## src/rtl/dice_game_ctrl.sv

```systemverilog
// Two-player dice turn controller: debounced buttons, shared roller, score keeping, winner flag.
// Optional feature macro: DICE_DOUBLES_REROLL_EN (a non-winning double grants a bonus turn).
module dice_game_ctrl #(
    parameter int unsigned DEB_CYCLES = 4,
    parameter int unsigned SETTLE     = 2,
    parameter int unsigned TARGET     = 50,
    parameter int unsigned SCORE_W    = 7
) (
    input  logic               clk,
    input  logic               rst_n,
    input  logic               btn_p0,
    input  logic               btn_p1,
    input  logic               new_game,
    input  logic [3:0]         dice1,
    input  logic [3:0]         dice2,
    output logic               roll,
    output logic               active_player,
    output logic               busy,
    output logic [SCORE_W-1:0] score0,
    output logic [SCORE_W-1:0] score1,
    output logic               winner_valid,
    output logic               winner_id
);
    localparam int unsigned DEB_W  = $clog2(DEB_CYCLES + 1);
    localparam int unsigned WAIT_W = (SETTLE > 2) ? $clog2(SETTLE) : 1;

    localparam logic [DEB_W-1:0]   DEB_MAX   = DEB_W'(DEB_CYCLES);
    localparam logic [DEB_W-1:0]   DEB_FIRE  = DEB_W'(DEB_CYCLES - 1);
    localparam logic [WAIT_W-1:0]  WAIT_LAST = WAIT_W'(SETTLE - 2);
    localparam logic [SCORE_W-1:0] TARGET_S  = SCORE_W'(TARGET);

    typedef enum logic [2:0] {StIdle, StRoll, StWait, StCapture, StDone} state_e;

    state_e             state_q, state_d;
    logic [DEB_W-1:0]   deb0_q, deb0_d, deb1_q, deb1_d;
    logic [WAIT_W-1:0]  wait_q, wait_d;
    logic [SCORE_W-1:0] score0_q, score0_d, score1_q, score1_d;
    logic               active_q, active_d;
    logic               winner_q, winner_d;

    logic               press0, press1, press_active;
    logic               dice_ok, keep_turn;
    logic [SCORE_W-1:0] sum, cur_score, new_score;

    // Event fires on the sample that takes the counter to DEB_CYCLES.
    assign press0       = btn_p0 && (deb0_q == DEB_FIRE);
    assign press1       = btn_p1 && (deb1_q == DEB_FIRE);
    assign press_active = active_q ? press1 : press0;

    assign deb0_d = !btn_p0 ? '0 : (deb0_q == DEB_MAX) ? deb0_q : deb0_q + 1'b1;
    assign deb1_d = !btn_p1 ? '0 : (deb1_q == DEB_MAX) ? deb1_q : deb1_q + 1'b1;

    assign dice_ok   = (dice1 != 4'd0) && (dice1 <= 4'd6) && (dice2 != 4'd0) && (dice2 <= 4'd6);
    assign sum       = {{(SCORE_W-4){1'b0}}, dice1} + {{(SCORE_W-4){1'b0}}, dice2};
    assign cur_score = active_q ? score1_q : score0_q;
    assign new_score = cur_score + sum;

`ifdef DICE_DOUBLES_REROLL_EN
    assign keep_turn = (dice1 == dice2);
`else
    assign keep_turn = 1'b0;
`endif

    always_comb begin
        state_d  = state_q;
        wait_d   = wait_q;
        score0_d = score0_q;
        score1_d = score1_q;
        active_d = active_q;
        winner_d = winner_q;
        unique case (state_q)
            StIdle: begin
                if (press_active) state_d = StRoll;
            end
            StRoll: begin
                wait_d  = '0;
                state_d = (SETTLE > 1) ? StWait : StCapture;
            end
            StWait: begin
                if (wait_q == WAIT_LAST) state_d = StCapture;
                else                     wait_d  = wait_q + 1'b1;
            end
            StCapture: begin
                if (!dice_ok) begin
                    state_d = StRoll;
                end else begin
                    if (active_q) score1_d = new_score;
                    else          score0_d = new_score;
                    if (new_score >= TARGET_S) begin
                        winner_d = active_q;
                        state_d  = StDone;
                    end else begin
                        if (!keep_turn) active_d = !active_q;
                        state_d = StIdle;
                    end
                end
            end
            StDone: begin
                if (new_game) begin
                    score0_d = '0;
                    score1_d = '0;
                    active_d = 1'b0;
                    state_d  = StIdle;
                end
            end
            default: state_d = StIdle;
        endcase
    end

    always_ff @(posedge clk) begin
        if (!rst_n) begin
            state_q  <= StIdle;
            deb0_q   <= '0;
            deb1_q   <= '0;
            wait_q   <= '0;
            score0_q <= '0;
            score1_q <= '0;
            active_q <= 1'b0;
            winner_q <= 1'b0;
        end else begin
            state_q  <= state_d;
            deb0_q   <= deb0_d;
            deb1_q   <= deb1_d;
            wait_q   <= wait_d;
            score0_q <= score0_d;
            score1_q <= score1_d;
            active_q <= active_d;
            winner_q <= winner_d;
        end
    end

    assign roll          = (state_q == StRoll);
    assign busy          = (state_q == StRoll) || (state_q == StWait) || (state_q == StCapture);
    assign winner_valid  = (state_q == StDone);
    assign active_player = active_q;
    assign winner_id     = winner_q;
    assign score0        = score0_q;
    assign score1        = score1_q;

endmodule

```

## config.mk

```make
export PLATFORM = sky130hd
export DESIGN_NAME = dice_game_ctrl
export DESIGN_NICKNAME = d
export VERILOG_FILES = /design/src/rtl/dice_game_ctrl.sv
export SDC_FILE = /design/constraint.sdc
export NUM_CORES = 1
export LEC_CHECK = 0
export ABC_AREA = 0
export ABC_CLOCK_PERIOD_IN_PS = 4700
export CORE_ASPECT_RATIO = 0.6
export CORE_MARGIN = 3
export CORE_UTILIZATION = 59
export DETAILED_ROUTE_END_ITERATION = 10
export DONT_BUFFER_PORTS = 1
export MAX_ROUTING_LAYER = met4
export PLACE_DENSITY = 0.78
export SLEW_MARGIN = 20
export SYNTH_ARGS = -nofsm -noshare
export SYNTH_HDL_FRONTEND = slang
export SYNTH_SLANG_ARGS = --single-unit
```

## constraint.sdc

```tcl
create_clock -name clk -period 4.7 [get_ports clk]
set_input_delay 0.94 -clock clk [delete_from_list [all_inputs] [get_ports clk]]
set_output_delay 0.94 -clock clk [all_outputs]
set_load 0.005 [all_outputs]
```

Word level (Yosys, flattened, before mapping)
Cells that the tools add are included.

word-level totals
  register bits after elaboration = 26
  bits in latches = 0
  bits in writable memories = 0
  bits in read-only memories = 0
  input bits = 13
  output and inout port bits = 19
  word-level logic and storage cells = 72
  memories kept = 0

operators by class
  add/subtract/negate cells = 5
  multiply operators = 0
  divide/modulo/power cells = 0
  $lt $le $gt $ge = 3
  eq/ne operators = 15
  shift-type cells = 0
  multiplexer cells = 21
  bitwise gates (word level) = 0
  reduce and logical (&&, ||, !) cells = 20

operator list
  cell                                                 number
  two-way mux 7 bit                                    6
  case mux 7 bit (2 select lines)                      2
  two-way mux 3 bit                                    5
  case mux 3 bit (5 select lines)                      1
  != test 2 bit, second input constant                 7
  equality test 3 x 2 -> 1 bit, second input constant  4
  AND reduction 4 bit                                  3
  equality test 3 bit, second input constant           3
  <= comparator 4 x 3 -> 1 bit, second input constant  2
  nonzero test 4 bit                                   2
  adder 7 x 5 -> 7 bit                                 1
  >= comparator 7 x 6 -> 1 bit, second input constant  1
  adder 3 x 1 -> 3 bit, second input constant          2
  AND reduction 3 bit                                  2
  adder 4 x 4 -> 5 bit                                 1
  logical AND 1 bit                                    5
  two-way mux 1 bit                                    5
  case mux 1 bit (2 select lines)                      2
  AND reduction 2 bit                                  2
  nonzero test 2 bit                                   2
  equality test 3 x 1 -> 1 bit, second input constant  1
  logical NOT 3 bit                                    1
  logical OR 1 bit                                     2
  adder 1 bit, second input constant                   1
  logical NOT 1 bit                                    1

Logic depth before layout (Yosys ltp)
Gate-level depths: netlist of the first run.

  depth after elaboration = 6
  mapped depth = 12
  mapped depth without buffers = 11

Least setup slack after synthesis of the first run
No wires, ideal clock.

  path type = input to register
  from = input dice1[1]
  to = register active_q (netlist: active_player)
  library setup time = 0.121 ns
  arrival time = 3.061 ns
  data required time = 4.579 ns
  setup slack = 1.518 ns
  stages = 11
  path buffers = 0
  cells stage by stage = inv_1 fa_1 inv_1 ha_1 fa_1 a21o_1 a21oi_1 xnor2_1 o31ai_1 a21oi_1 mux2i_1

on the way
  cells in the longest elaborated chain, start to end = 6

ends and longest elaborated chain
  what                                                                          RTL line  source
  start, declared                                                               14        input logic [3:0] dice1,
  parallel branches: the longest is 5 deep, another holds adder 7 x 5 -> 7 bit  --
  AND reduction 4 bit (no line) (*)                                             --
  end signal, assigned                                                          127       active_q <= active_d;
  end, declared                                                                 38        logic active_q, active_d;

Mark *: on every way between the ends.
A chain may end at the register's enable or synchronous reset.

Worst setup path after layout of the first run
  from = register active_q (netlist: active_player)
  to = register active_q (netlist: active_player)

on the way
  cells in the longest elaborated chain, start to end = 5

ends and longest elaborated chain
  what                           RTL line  source
  two-way mux 7 bit              55        assign cur_score = active_q ? score1_q : score0_q;
  adder 7 x 5 -> 7 bit           56        assign new_score = cur_score + sum;
  >= comparator 7 x 6 -> 1 bit   89        if (new_score >= TARGET_S) begin
  != test 2 bit (no line)        --
  AND reduction 4 bit (no line)  --

Several ways; a longest one is shown, not always the timed one. The select of a mux whose other input is x is not followed.

==> results by stage, run 1 <==
Logic synthesis:
- After synthesis, flip-flops and latches occupy 31.5% of the total area.
- After synthesis the cells add up to 0.00159 mm2.
- After synthesis, the cell types taking the most area are dfxtp_1 (31%), mux2i_1 (10%), ha_1 (7.9%).
- After synthesis the netlist holds a flip-flop and latch count of 25.
- The Yosys step of the flow raised 0 warnings.
- Summed over all instances, the cell type with the most area after synthesis is dfxtp_1.
- The number of library cell types mapped by synthesis is 36.
- The average footprint of a synthesized cell is 9.63 um2.
- The main flop type after synthesis is dfxtp_1.
- The leading cell type by number of instances after synthesis is dfxtp_1.
- The number of flops mapped to enable cells by yosys is 0.
- By count the netlist is led by dfxtp_1 (25), mux2i_1 (16), nor2b_1 (16), nand2_1 (13).
- The proportion of netlist area held by the largest area contributor is 31.5%.
- The number of nets handed over by synthesis was 193.
- The cell count after synthesis is 165.
- The proportion of register bits with asynchronous set or reset after synthesis is 0%.

Clock network:
- In this run the clock root is driven by a clkbuf_8.
- In this run the number of H-tree levels came out at 1.
- Buffers added to address setup during post-CTS repair amount to 0.
- The number of clock sinks is 25.
- In this run, post-CTS hold repair placed 0 buffers.
- For the worst-skew pair, the clock arrives at the later sink with an insertion delay of 0.27 ns.
- The post-CTS clock slew at the launch and capture registers of the worst setup and hold paths is 0.09 ns.
- TritonCTS built the clock tree.
- The maximum number of buffers from clock root to sink is 2.
- The count of instances resized after the clock tree is built is 0.
- Counting the buffers created by CTS gives 3.

Floorplanning:
- The initialized floorplan defines 13 standard-cell rows.
- During I/O placement, the number of pins put on the boundary was 32.
- The width of the die is 73 um.
- The region available for standard cell placement spans 0.00236 mm2.
- The initial core utilization is 67.4%.
- The die covers 0.00337 mm2.
- The die span in y is 46.2 um.

Placement:
- The total placed cells including tap cells is 190.
- The congestion estimate from routability-driven global placement came to 0.852.
- The number of input and output port buffers inserted is 0.
- Detailed placement ended at an HPWL of 2540 um.

GRT:
- For met3 alone, demand over resource in global routing was 8.93%.
- The total global routing overflow is 0.
- The via count of the first global-routing pass is 1122.
- The met2 global-route usage is 32.5%.
- The global-route wire length before repair is 5350 um.
- The initial antenna violation count was 0.
- The overall routing resource usage is 21.9%.
- The global routing stage identified its most utilized layer as met2.
- The met1 capacity usage during global routing is 28.2%.
- The largest net degree at the start of global routing is 22.

Critical path:
- In this run the worst path has a maximum fanout of 11.
- The worst setup path is of the register to register kind.
- The capturing element type of the critical path is a register.
- The data arrival time of the critical path is 3.30 ns.
- Walking the worst path, the cells encountered are buf_4 > mux2_2 > fa_1 > ha_1 > o21a_1 > a211o_1 > nand4_1 > o31ai_1 > a21oi_1 > mux2i_1.
- The worst register-to-register path has a depth of 10.
- For this run, the slowest stage of the critical path takes 0.46 ns.
- The launching element type of the critical path is a register.
- For the worst setup path, the data required time is 4.91 ns.
- The slowest stage of the critical path is the dfxtp_1 cell.

Route:
- The first detailed-routing pass ran for 4 iterations.
- The number of nets still failing antenna checks after routing is 0.
- In the final routed layout, each cell accounts on average for 16.7 um.
- The final layout contains routed wiring with a total length of 3240 um.
- The total via count in the routed design is 1128.
- The number of design-rule violations left by the first detailed-router iteration is 43.
- For this run, design rule violations remaining after detail routing come to 0.
- Dividing the detail-routed via count by the number of cells gives 5.81.

Power and ir drop:
- The maximum vdd drop is 162 uV.
- The leakage power total is 0.773 nW.
- After layout, the design draws a total of 0.000407 W.
- The power density relative to cell area is 249 mW/mm2.

STA:
- The max-slew violation count was 0.
- The share of the clock period used by the worst path is 65.8%.
- Setup total negative slack on the finished layout was measured at 0 ns.
- The upper clock frequency limit is 323 MHz.
- The slew of the pin with the lowest slew margin is 0.729 ns.
- The number of hold violations in the final report is 0.
- Setup violations remaining at the end of the flow were counted as 0.
- The largest clock skew in the final design is 0.00763 ns.
- Setup repair after global routing left no endpoint under its margin.
- Measured against its own limit, the worst slew margin works out to 51.4%.
- The time the final worst path needs with I/O delays and setup is 3.09 ns.

Flow run:
- Across the run, the number of max-cap violations was 0.

Min path:
- The hold-critical path depth is 2.
- The worst hold path belongs to the class register to register.

Outcome:
- The flow ran to the end, and the final reports show no timing, DRC or antenna violations.

Finish:
- For this run, the number of standard cells in the final layout without fillers is 194.
- The number of nets in the final layout is 193.
- 0 antenna diodes ended up in the layout.
- The area added between synthesis and finish is 2.91%.
- Cells with a size suffix above 1 make up 9.76% of the layout.
final timing paths:
kind / end / slack (ns) / startpoint
max: active_player / 1.61 / active_player
min: score0[6] / 0.49 / score0[6]
max reg2reg: active_player / 1.61 / active_player
min reg2reg: score0[6] / 0.49 / score0[6]
critical path: cells and delay by family (launching register included):
family / cells / cell delay (ns)
adder cells (fa/ha/maj): 2 / 0.81
AO/OA/AOI/OAI: 4 / 0.80
multiplexers: 2 / 0.57
buffers and inverters: 1 / 0.27
flip-flops: 1 / 0.46
AND/OR/NAND/NOR: 1 / 0.11
routing by layer:
layer	routed length, um	up-vias
met1	1510	530
met4	12	0
met2	1440	33
met3	286	3
met5	0	-
li1	-	562
power by group:
group	switching, W	leakage [nW]	internal [W]
Combinational	0.0000305	0.546	0.0000272
Clock	0.0000690	0.0255	0.0000594
Sequential	0.00000495	0.202	0.000216
Total	0.000104	0.773	0.000302
flip-flops by register name, summed over array words and instances (netlist names):
name,cells
score1,7
winner_id,1
state_q,3
active_player,1
score0,7
deb0_q,3
deb1_q,3
area by class of cell:
class                   instances  area (um2)
clock inverters                 1        5.00
inverters                      10        37.5
repair buffers                  1        7.51
clock buffers                   3        41.3
flip-flops and latches         25         500
well taps                      30        37.5
multi-input cells             124        1010
fillers                       164         723
kinds of logic after synthesis:
kind of cell / count (synthesis) / synth area share [%]
flops: 25 / 31.5
xor+xnor: 6 / 3.31
compound gates: 20 / 10.0
buf+inv: 16 / 5.20
mux: 22 / 14.3
fa+ha+maj: 15 / 14.2
simple gates: 61 / 21.5
layout by cell type, fill, tap and decap left out, types with 2 or more instances in the layout:
master | netlist | final
xor2_1 | 2 | 2
a21oi_1 | 8 | 8
mux2i_1 | 16 | 16
mux2_2 | 6 | 6
nor2b_1 | 16 | 16
nand4_1 | 2 | 2
a21boi_1 | 3 | 3
nor3_1 | 2 | 2
nand2b_1 | 3 | 3
ha_1 | 10 | 10
nand2_1 | 13 | 13
nor2_1 | 10 | 10
dfxtp_1 | 25 | 25
a22oi_4 | 2 | 2
fa_1 | 5 | 5
a211o_1 | 2 | 2
xnor2_1 | 4 | 4
clkbuf_8 | 0 | 3
inv_1 | 10 | 10
or3_1 | 3 | 3
nand3_1 | 5 | 5
per-stage QoR:
step	hold slack [ns]	area, um2	setup WS, ns	utilization (%)
floorplan	0.455	1590	1.52	-
global placement	0.470	1590	1.42	67.4
detailed placement	0.477	1590	1.36	67.4
CTS	0.490	1640	1.64	69.3
global route	0.522	1640	1.47	69.3
finish	0.486	1640	1.61	69.3
No activity file was read; power rests on OpenSTA's default activity.
==> inputs of run 2 (changes only) <==
Settings changed: ABC_CLOCK_PERIOD_IN_PS 4700 to 3030.
Clock period 4.7 ns to 3.03 ns, I/O delays scaled along.
==> results by stage, run 2 (same netlist as run 1, synthesis figures left out) <==
Clock network:
- The count of instances resized after the clock tree is built was 1 (+1).
- The later-pin clock latency in the skew report is 0.27 ns (about the same).
- The total setup buffers inserted after CTS is 0 (unchanged).
- The post-CTS clock slew at the launch and capture registers of the worst setup and hold paths was 0.08 ns (about the same).
- The number of clock sinks was 25 (unchanged).
- The root buffer cell chosen for the clock tree is clkbuf_8.
- The number of H-tree levels came to 1 (unchanged).
- The number of CTS-inserted buffers is 3 (unchanged).
- The total of hold buffers inserted after clock tree synthesis came to 0 (unchanged).
- The maximum number of buffers from clock root to sink is 2 (unchanged).
- The TritonCTS clock tree is built.

Power and ir drop:
- The power density relative to cell area came to 378 mW/mm2 (+52%).
- The leakage power total is 0.775 nW (+0.26%).
- The maximum vdd drop is 280 uV (+73%).

Floorplanning:
- The width of the die is 73 um (unchanged).
- The core area is 0.00236 mm2 (unchanged).
- The I/O pin count came to 32 (unchanged).
- The initial core utilization is 67.4% (unchanged).
- The area of the die came to 0.00337 mm2 (unchanged).
- The die span in y is 46.2 um (unchanged).
- The count of standard-cell rows was 13 (unchanged).

Outcome:
- The run finished with clean final reports.

Finish:
- The number of nets in the final layout was 193 (unchanged).
- The library cell used most frequently in the layout, excluding fill and tap cells, is dfxtp_1.
- In the layout the commonest cells are dfxtp_1 (24), mux2i_1 (16), nor2b_1 (16).
- From synthesis to final layout, the design area changed by 3.86%.
- The proportion of layout cells with a drive suffix above 1 came to 10.4% (+0.61 points).
- The number of diodes added for antenna fixing is 0 (unchanged).
- The summed area of non-filler cells in the final layout came to 0.00165 mm2 (+0.92%).
- The final-layout fill cell count is 179 (+9.1%).

STA:
- The smallest hold slack is 0.470 ns (-0.0157 ns).
- The time the final worst path needs with I/O delays and setup is 2.94 ns (-0.148 ns).
- The relative slew slack is 53.5% (+2.1 points).
- The number of hold violations in the final report is 0 (unchanged).
- The upper clock frequency limit was 340 MHz (+5.0%).
- The setup violation total in the final timing report is 0 (unchanged).
- The max-slew violation count is 0 (unchanged).
- The slew of the pin with the lowest slew margin was 0.697 ns (-0.0318 ns).
- The share of the clock period used by the worst path is 97.2% (+31 points).
- The largest clock skew in the final design is 0.00351 ns (-0.00412 ns).

Critical path:
- The setup path with the least slack is of type register to register.
- The data arrival time of the critical path is 3.14 ns (-0.16 ns).
- The worst setup path is launched from a register.
- The highest net fanout along the worst path was 11 (unchanged).
- The worst setup path is captured at a register.
- The required arrival time at the worst endpoint is 3.22 ns (-1.69 ns).

GRT:
- The via count of the first global-routing pass is 1090 (-2.9%).
- The initial antenna violation count is 0 (unchanged).
- The largest net degree at the start of global routing is 22 (unchanged).
- The overall routing resource usage is 21.7% (-0.18 points).
- The global-route wire length before repair is 5260 um (-1.7%).
- The total global routing overflow came to 0 (unchanged).

Route:
- The iteration count of the initial detailed-routing pass came to 4 (unchanged).
- The DRC violations left was 0 (unchanged).
- The number of design-rule violations left by the first detailed-router iteration is 64 (+49%).
- The total via count in the routed design is 1119 (-0.80%).
- The wire length per cell after detailed routing came to 16.7 um (about the same).
- The number of nets still failing antenna checks after routing was 0 (unchanged).
- The total wire length after detailed routing was 3240 um (about the same).
- The detailed-route vias per instance came to 5.77 (-0.80%).

Min path:
- The worst hold-check path type is input pin to register.

Placement:
- The final estimated routing congestion in global placement is 0.901 (+5.8%).
- The number of input and output port buffers inserted is 0 (unchanged).
- The standard cell area after detailed placement is 0.00159 mm2 (unchanged).
- The detailed placement HPWL was 2550 um (+0.69%).

Flow run:
- The count of max-cap constraint violations was 0 (unchanged).
==> run 2: changes by cell type in the layout (fill, tap and decap cells not counted) <==
| cell | previous run | this run |
|---|---|---|
| o31ai_2 | 0 | 1 |
| clkbuf_1 | 0 | 1 |
| o31ai_1 | 1 | 0 |
| clkinv_2 | 1 | 0 |
| dfxtp_1 | 25 | 24 |
| dfxtp_4 | 0 | 1 |
| buf_4 | 1 | 0 |
| buf_8 | 0 | 1 |
==> run 2: worst max-delay path, cell delays in order, from the launching register on <==
cell,delay (ns)
dfxtp_4,0.39
buf_8,0.16
mux2_2,0.35
fa_1,0.45
ha_1,0.37
o21a_1,0.22
a211o_1,0.30
nand4_1,0.14
o31ai_2,0.11
a21oi_1,0.19
mux2i_1,0.20
==> run 2: cell type report <==
class	count	area, um2	area share (%)
clock buffers	4	45.0	2.73
well taps	30	37.5	2.27
flip-flops and latches	25	504	30.6
inverters	10	37.5	2.27
multi-input cells	124	1010	61.3
repair buffers	1	15.0	0.910
==> run 2: final timing paths <==
kind	from	end	slack (ns)	cells past startpoint
hold reg to reg	deb0_q[2]	deb0_q[1]	0.49	2
setup reg to reg	active_player	active_player	0.09	10
setup / recovery	active_player	active_player	0.09	10
hold / removal	rst_n	score0[5]	0.47	1
==> run 2: stage by stage <==
| step | std cells | TNS [ns] | power [W] | setup WS, ns | utilization, % |
|---|---|---|---|---|---|
| after floorplan | 165 | 0 | 0.000422 | 0.0890 | - |
| after global placement | 190 | 0 | 0.000432 | 0.0521 | 67.4 |
| after detailed placement | 190 | 0 | 0.000437 | 0.0166 | 67.4 |
| after CTS | 194 | 0 | 0.000629 | 0.0292 | 69.4 |
| after global routing | 194 | -0.0829 | 0.000659 | -0.0389 | 70.0 |
| final | 194 | 0 | 0.000624 | 0.0855 | 70.0 |
==> run 2: per-layer routing <==
metal | routed length (um) | GRT usage [%]
met5 | 0 | -
met4 | 11 | 4.04
met2 | 1360 | 30.2
met1 | 1500 | 29.4
met3 | 372 | 9.15
==> run 2: report_power, final <==
group | internal [W] | switching [W] | total, W
registers | 0.000334 | 0.00000788 | 0.000342
logic | 0.0000424 | 0.0000470 | 0.0000894
clock network | 0.0000940 | 0.0000990 | 0.000193
==> inputs of run 3 (changes only) <==
Settings changed: CAP_MARGIN set to 20, SLEW_MARGIN 20 to not set.
==> results of run 3 <==
No change in the layout: final DEF, timing and power equal those of run 2.
==> patch 1: new RTL, settings of run 1 <==
Set the parameter `SETTLE` to 1 (it was 2).
--- a/src/rtl/dice_game_ctrl.sv
+++ b/src/rtl/dice_game_ctrl.sv
@@ -3,5 +3,5 @@
 module dice_game_ctrl #(
     parameter int unsigned DEB_CYCLES = 4,
-    parameter int unsigned SETTLE     = 2,
+    parameter int unsigned SETTLE     = 1,
     parameter int unsigned TARGET     = 50,
     parameter int unsigned SCORE_W    = 7
Check against the original RTL: not equivalent (a bounded check fails within 10 cycles, from zero or initial values and one cycle with rst_n low).
==> patch 1 against run 1 <==
  * Synthesized area is 3.7% higher
  * First-iteration DRC count is 21% higher
  * Hold slack better by 0.010 ns
  * Sequential share of layout area is 0.19 points higher
  * Combinational power is 21% lower
  * Final area is 3.4% higher
  * Power is 12% higher
  * Sequential cell count is 1 higher
  * Wire length is 0.19% higher
  * Setup slack worse by 0.19 ns
  * Synthesized cell count is 7.9% higher
==> patch 1: results (changes against run 1) <==
metric;value;unit;change
port_buffers;0;;unchanged
gp_congestion;0.791;;-7.2%
timing.hold.ws;0.496;ns;+0.00995 ns
antenna_found_initial;0;;unchanged
hold_start;wait_q$_SDFFE_PN0P_;;
yosysWarnings;0;;unchanged
via_per_inst;5.81;;about the same
ys_types;39;;+8.3%
arrival;3.49;ns;+0.19 ns
max-vdd-ir-drop;139;µV;-14%
hold_class;reg2reg;;
cts-htree-levels;1;;unchanged
dp_hpwl;2.55;mm;+0.54%
post-place-ws;1.46;ns;+0.0993 ns
drive_gt1_share;6.94;%;-2.8 points
p_leak;0.639;nW;-17%
grt_pass1_vias;1117;;-0.45%
grt_pass1_wl;5.29;mm;-1.0%
async_flop_share;0;%;unchanged
min_to;wait_q$_SDFFE_PN0P_;;
min_path_cells;2;;unchanged
reg2regPathDepth;9;;-1
max_stage_delay;0.76;ns;+0.30 ns
setup_ws;1.42;ns;-0.187 ns
clock_path_buffers;2;;unchanged
worst_pin_slew;0.751;ns;+0.0226 ns
postCtsSetupRepairBufs;0;;unchanged
status;finished, final reports clean;;
numCtsBuffers;3;;unchanged
grt_usage;21.0;%;-0.87 points
skew;0.00666;ns;-0.000967 ns
drtIter0Drc;52;;+21%
cp-startpoint;active_player$_SDFFE_PN0P_;;
crit_slowest_cell;dfxtp_1;;
yosys-top-cells-area;dfxtp_1 32%, mux2i_1 12%, ha_1 7.6%;;
worstPathMaxFanout;14;;+3
clkLatencyLatePin;0.28;ns;
max_cap_viol_count;0;;unchanged
fin_nets;202;;+4.7%
syn_nets;206;;+6.7%
ys_seq_area_share;31.6;%;+0.091 points
setup_tns;0;ns;unchanged
grt_start_max_net_pins;24;;+9.1%
setup_viol;0;;unchanged
n_fill_cell;193;;+18%
place_area;1620;µm²;+1.9%
ys_top_cells_by_count;26 x dfxtp_1, 20 x mux2i_1, 19 x nor2b_1;;
root_buffer;clkbuf_8;;
drt-total-wl;3.25;mm;+0.19%
## patch 1: cells by family (layout without fill, tap and decap cells)
| kind of cell | after synthesis | in the layout | share of synthesized area [%] |
|---|---|---|---|
| simple gates | 67 | 67 | 22.5 |
| compound gates | 21 | 21 | 8.05 |
| xor+xnor | 5 | 5 | 2.66 |
| buf+inv | 20 | 15 | 6.68 |
| mux | 24 | 24 | 14.9 |
| flops | 26 | 26 | 31.6 |
| fa+ha+maj | 15 | 15 | 13.7 |
## patch 1: worst max-delay path, delay by kind of cell, from the launching register on
kind / cells / cell delay [ns]
AOI/OAI and AO/OA: 3 / 0.60
adders and majority gates: 2 / 0.81
DFF: 1 / 0.76
muxes: 2 / 0.65
and+or+nand+nor: 2 / 0.41
## patch 1: routing by layer
| metal | part of all wire, % | up-vias | track usage [%] | routed length [µm] |
|---|---|---|---|---|
| met5 | 0 | - | - | 0 |
| met4 | 2.1 | 0 | 5.67 | 68 |
| met3 | 8.3 | 9 | 6.41 | 270 |
| met2 | 43 | 45 | 31.9 | 1400 |
| met1 | 46 | 548 | 27.6 | 1510 |
| li1 | - | 590 | - | - |
## patch 1: where the power goes
group          switching [W]  leakage (nW)  internal, W
registers         0.00000217         0.210     0.000222
logic              0.0000238         0.393    0.0000221
clock network      0.0000729        0.0357     0.000114
total              0.0000989         0.639     0.000358
## patch 1: through the flow
| stage | std cells | utilization, % |
|---|---|---|
| floorplan | 178 | - |
| global placement | 201 | 62.9 |
| detailed placement | 201 | 62.9 |
| CTS | 205 | 65.6 |
| global route | 205 | 65.6 |
| finish | 205 | 65.6 |
## patch 1: layout make-up
type	instances	share of cell area [%]
clock buffer	3	2.44
clock inverter	1	1.78
multi-input combinational	132	60.2
inverter	11	2.44
tap	32	2.37
sequential	26	30.8
==> patch 2: new RTL, flow settings as in run 1 <==
Made on the original files. Add an input register stage for `btn_p0`, `btn_p1` and `new_game`, cleared by the reset; this delays them by one clock. The other inputs are not delayed to match.
--- a/src/rtl/dice_game_ctrl.sv
+++ b/src/rtl/dice_game_ctrl.sv
@@ -32,4 +32,20 @@
     typedef enum logic [2:0] {StIdle, StRoll, StWait, StCapture, StDone} state_e;
 
+    logic btn_p0_q;
+    logic btn_p1_q;
+    logic new_game_q;
+
+    always_ff @(posedge clk) begin
+        if (!rst_n) begin
+            btn_p0_q   <= '0;
+            btn_p1_q   <= '0;
+            new_game_q <= '0;
+        end else begin
+            btn_p0_q   <= btn_p0;
+            btn_p1_q   <= btn_p1;
+            new_game_q <= new_game;
+        end
+    end
+
     state_e             state_q, state_d;
     logic [DEB_W-1:0]   deb0_q, deb0_d, deb1_q, deb1_d;
@@ -44,10 +60,10 @@
 
     // Event fires on the sample that takes the counter to DEB_CYCLES.
-    assign press0       = btn_p0 && (deb0_q == DEB_FIRE);
-    assign press1       = btn_p1 && (deb1_q == DEB_FIRE);
+    assign press0       = btn_p0_q && (deb0_q == DEB_FIRE);
+    assign press1       = btn_p1_q && (deb1_q == DEB_FIRE);
     assign press_active = active_q ? press1 : press0;
 
-    assign deb0_d = !btn_p0 ? '0 : (deb0_q == DEB_MAX) ? deb0_q : deb0_q + 1'b1;
-    assign deb1_d = !btn_p1 ? '0 : (deb1_q == DEB_MAX) ? deb1_q : deb1_q + 1'b1;
+    assign deb0_d = !btn_p0_q ? '0 : (deb0_q == DEB_MAX) ? deb0_q : deb0_q + 1'b1;
+    assign deb1_d = !btn_p1_q ? '0 : (deb1_q == DEB_MAX) ? deb1_q : deb1_q + 1'b1;
 
     assign dice_ok   = (dice1 != 4'd0) && (dice1 <= 4'd6) && (dice2 != 4'd0) && (dice2 <= 4'd6);
@@ -97,5 +113,5 @@
             end
             StDone: begin
-                if (new_game) begin
+                if (new_game_q) begin
                     score0_d = '0;
                     score1_d = '0;
Formal check against the unedited RTL: not equivalent (a bounded check fails within 10 cycles, from zero or initial values and one cycle with rst_n low).
==> patch 2 against run 1 <==
  * Setup slack worse by 0.29 ns
  * Synthesized cell count up 3.0%
  * Sequential share of layout area up 1.7 points
  * Highest routed layer unchanged
  * Power up 17%
  * Maximum frequency down 8.7%
  * Sequential cell count up 3
  * Core utilization down 1.9 points
  * Synthesized area up 3.5%
  * Clock skew down 0.0055 ns
  * Global-route usage down 0.40 points
  * Final area up 6.1%
  * Wire length up 3.7%
==> patch 2: results (changes against run 1) <==
metric;value;unit;change
status;finished, final reports clean;;
yosys-top-cells-area;dfxtp_1 34%, mux2i_1 9.1%, ha_1 7.6%;;
max_stage_delay;0.79;ns;+0.33 ns
grt_pass1_wl;5.29;mm;-1.2%
p_leak;0.790;nW;+2.2%
comb_power;0.0000430;W;-25%
reg2regPathDepth;10;;unchanged
ys_top_cells_by_count;28 x dfxtp_1, 17 x nor2b_1, 15 x mux2i_1;;
grt_usage;21.5;%;-0.40 points
grt_use_met1;25.7;%;-2.5 points
wl_per_cell;16.7;µm;+0.12%
synthMuxAreaShare;13.2;%;-1.1 points
dp_hpwl;2.60;mm;+2.6%
pwr-share-seq;50.9;%;-3.4 points
wl_met2;1.54;mm;+7.0%
hold_start;deb0_q[1]$_SDFFE_PN0P_;;
numCtsBuffers;3;;unchanged
met3_length;309;µm;+8.0%
crit_family;adder cells;;
met1_length;1.48;mm;-1.5%
synthXorXnorAreaFrac;3.20;%;-0.11 points
synthAdderAreaFrac;13.7;%;-0.47 points
syn_inst;170;;+3.0%
grt_start_max_net_pins;26;;+18%
worstPathMaxFanout;14;;+3
p_per_area;274;nW/µm²;+10%
dp.cells;197;;+3.7%
drtIter0Drc;70;;+63%
clkLatencyLatePin;0.28;ns;
drt-total-wl;3.36;mm;+3.7%
met2_usage;33.3;%;+0.77 points
place_area;1660;µm²;+4.7%
n_antenna_cell;0;;unchanged
max-vdd-ir-drop;165;µV;+1.7%
n_fill_cell;189;;+15%
post-place-ws;1.35;ns;-0.0110 ns
ys_types;37;;+2.8%
use_met3;8.97;%;+0.042 points
skew;0.00210;ns;-0.00553 ns
synth-compound-area-share;10.1;%;+0.12 points
worst_pin_slew;0.703;ns;-0.0254 ns
gp_congestion;0.839;;-1.5%
ys_seq_area_share;34.1;%;+2.6 points
intPower;0.000375;W;+24%
via_per_inst;5.80;;-0.32%
drive_gt1_share;9.47;%;-0.29 points
[patch 2: changes by cell type after synthesis, moves of 3 or more]
| cell | change |
|---|---|
| and2_1 | +3 |
| a21boi_0 | +3 |
| a21boi_1 | -3 |
| dfxtp_1 | +3 |
[patch 2: path summary, 6_finish.rpt]
check / slack, ns / endpoint
hold / removal: 0.50 / deb0_q[1]$_SDFFE_PN0P_
setup / recovery: 1.31 / active_player$_SDFFE_PN0P_
setup reg to reg: 1.31 / active_player$_SDFFE_PN0P_
hold reg to reg: 0.50 / deb0_q[1]$_SDFFE_PN0P_
[patch 2: final cells by class]
| class | instances | area [µm²] | area share [%] |
|---|---|---|---|
| well taps | 32 | 40.0 | 2.31 |
| flip-flops and latches | 28 | 561 | 32.3 |
| multi-input cells | 127 | 1030 | 59.1 |
| clock buffers | 3 | 41.3 | 2.38 |
| clock inverters | 1 | 30.0 | 1.73 |
| inverters | 10 | 37.5 | 2.16 |
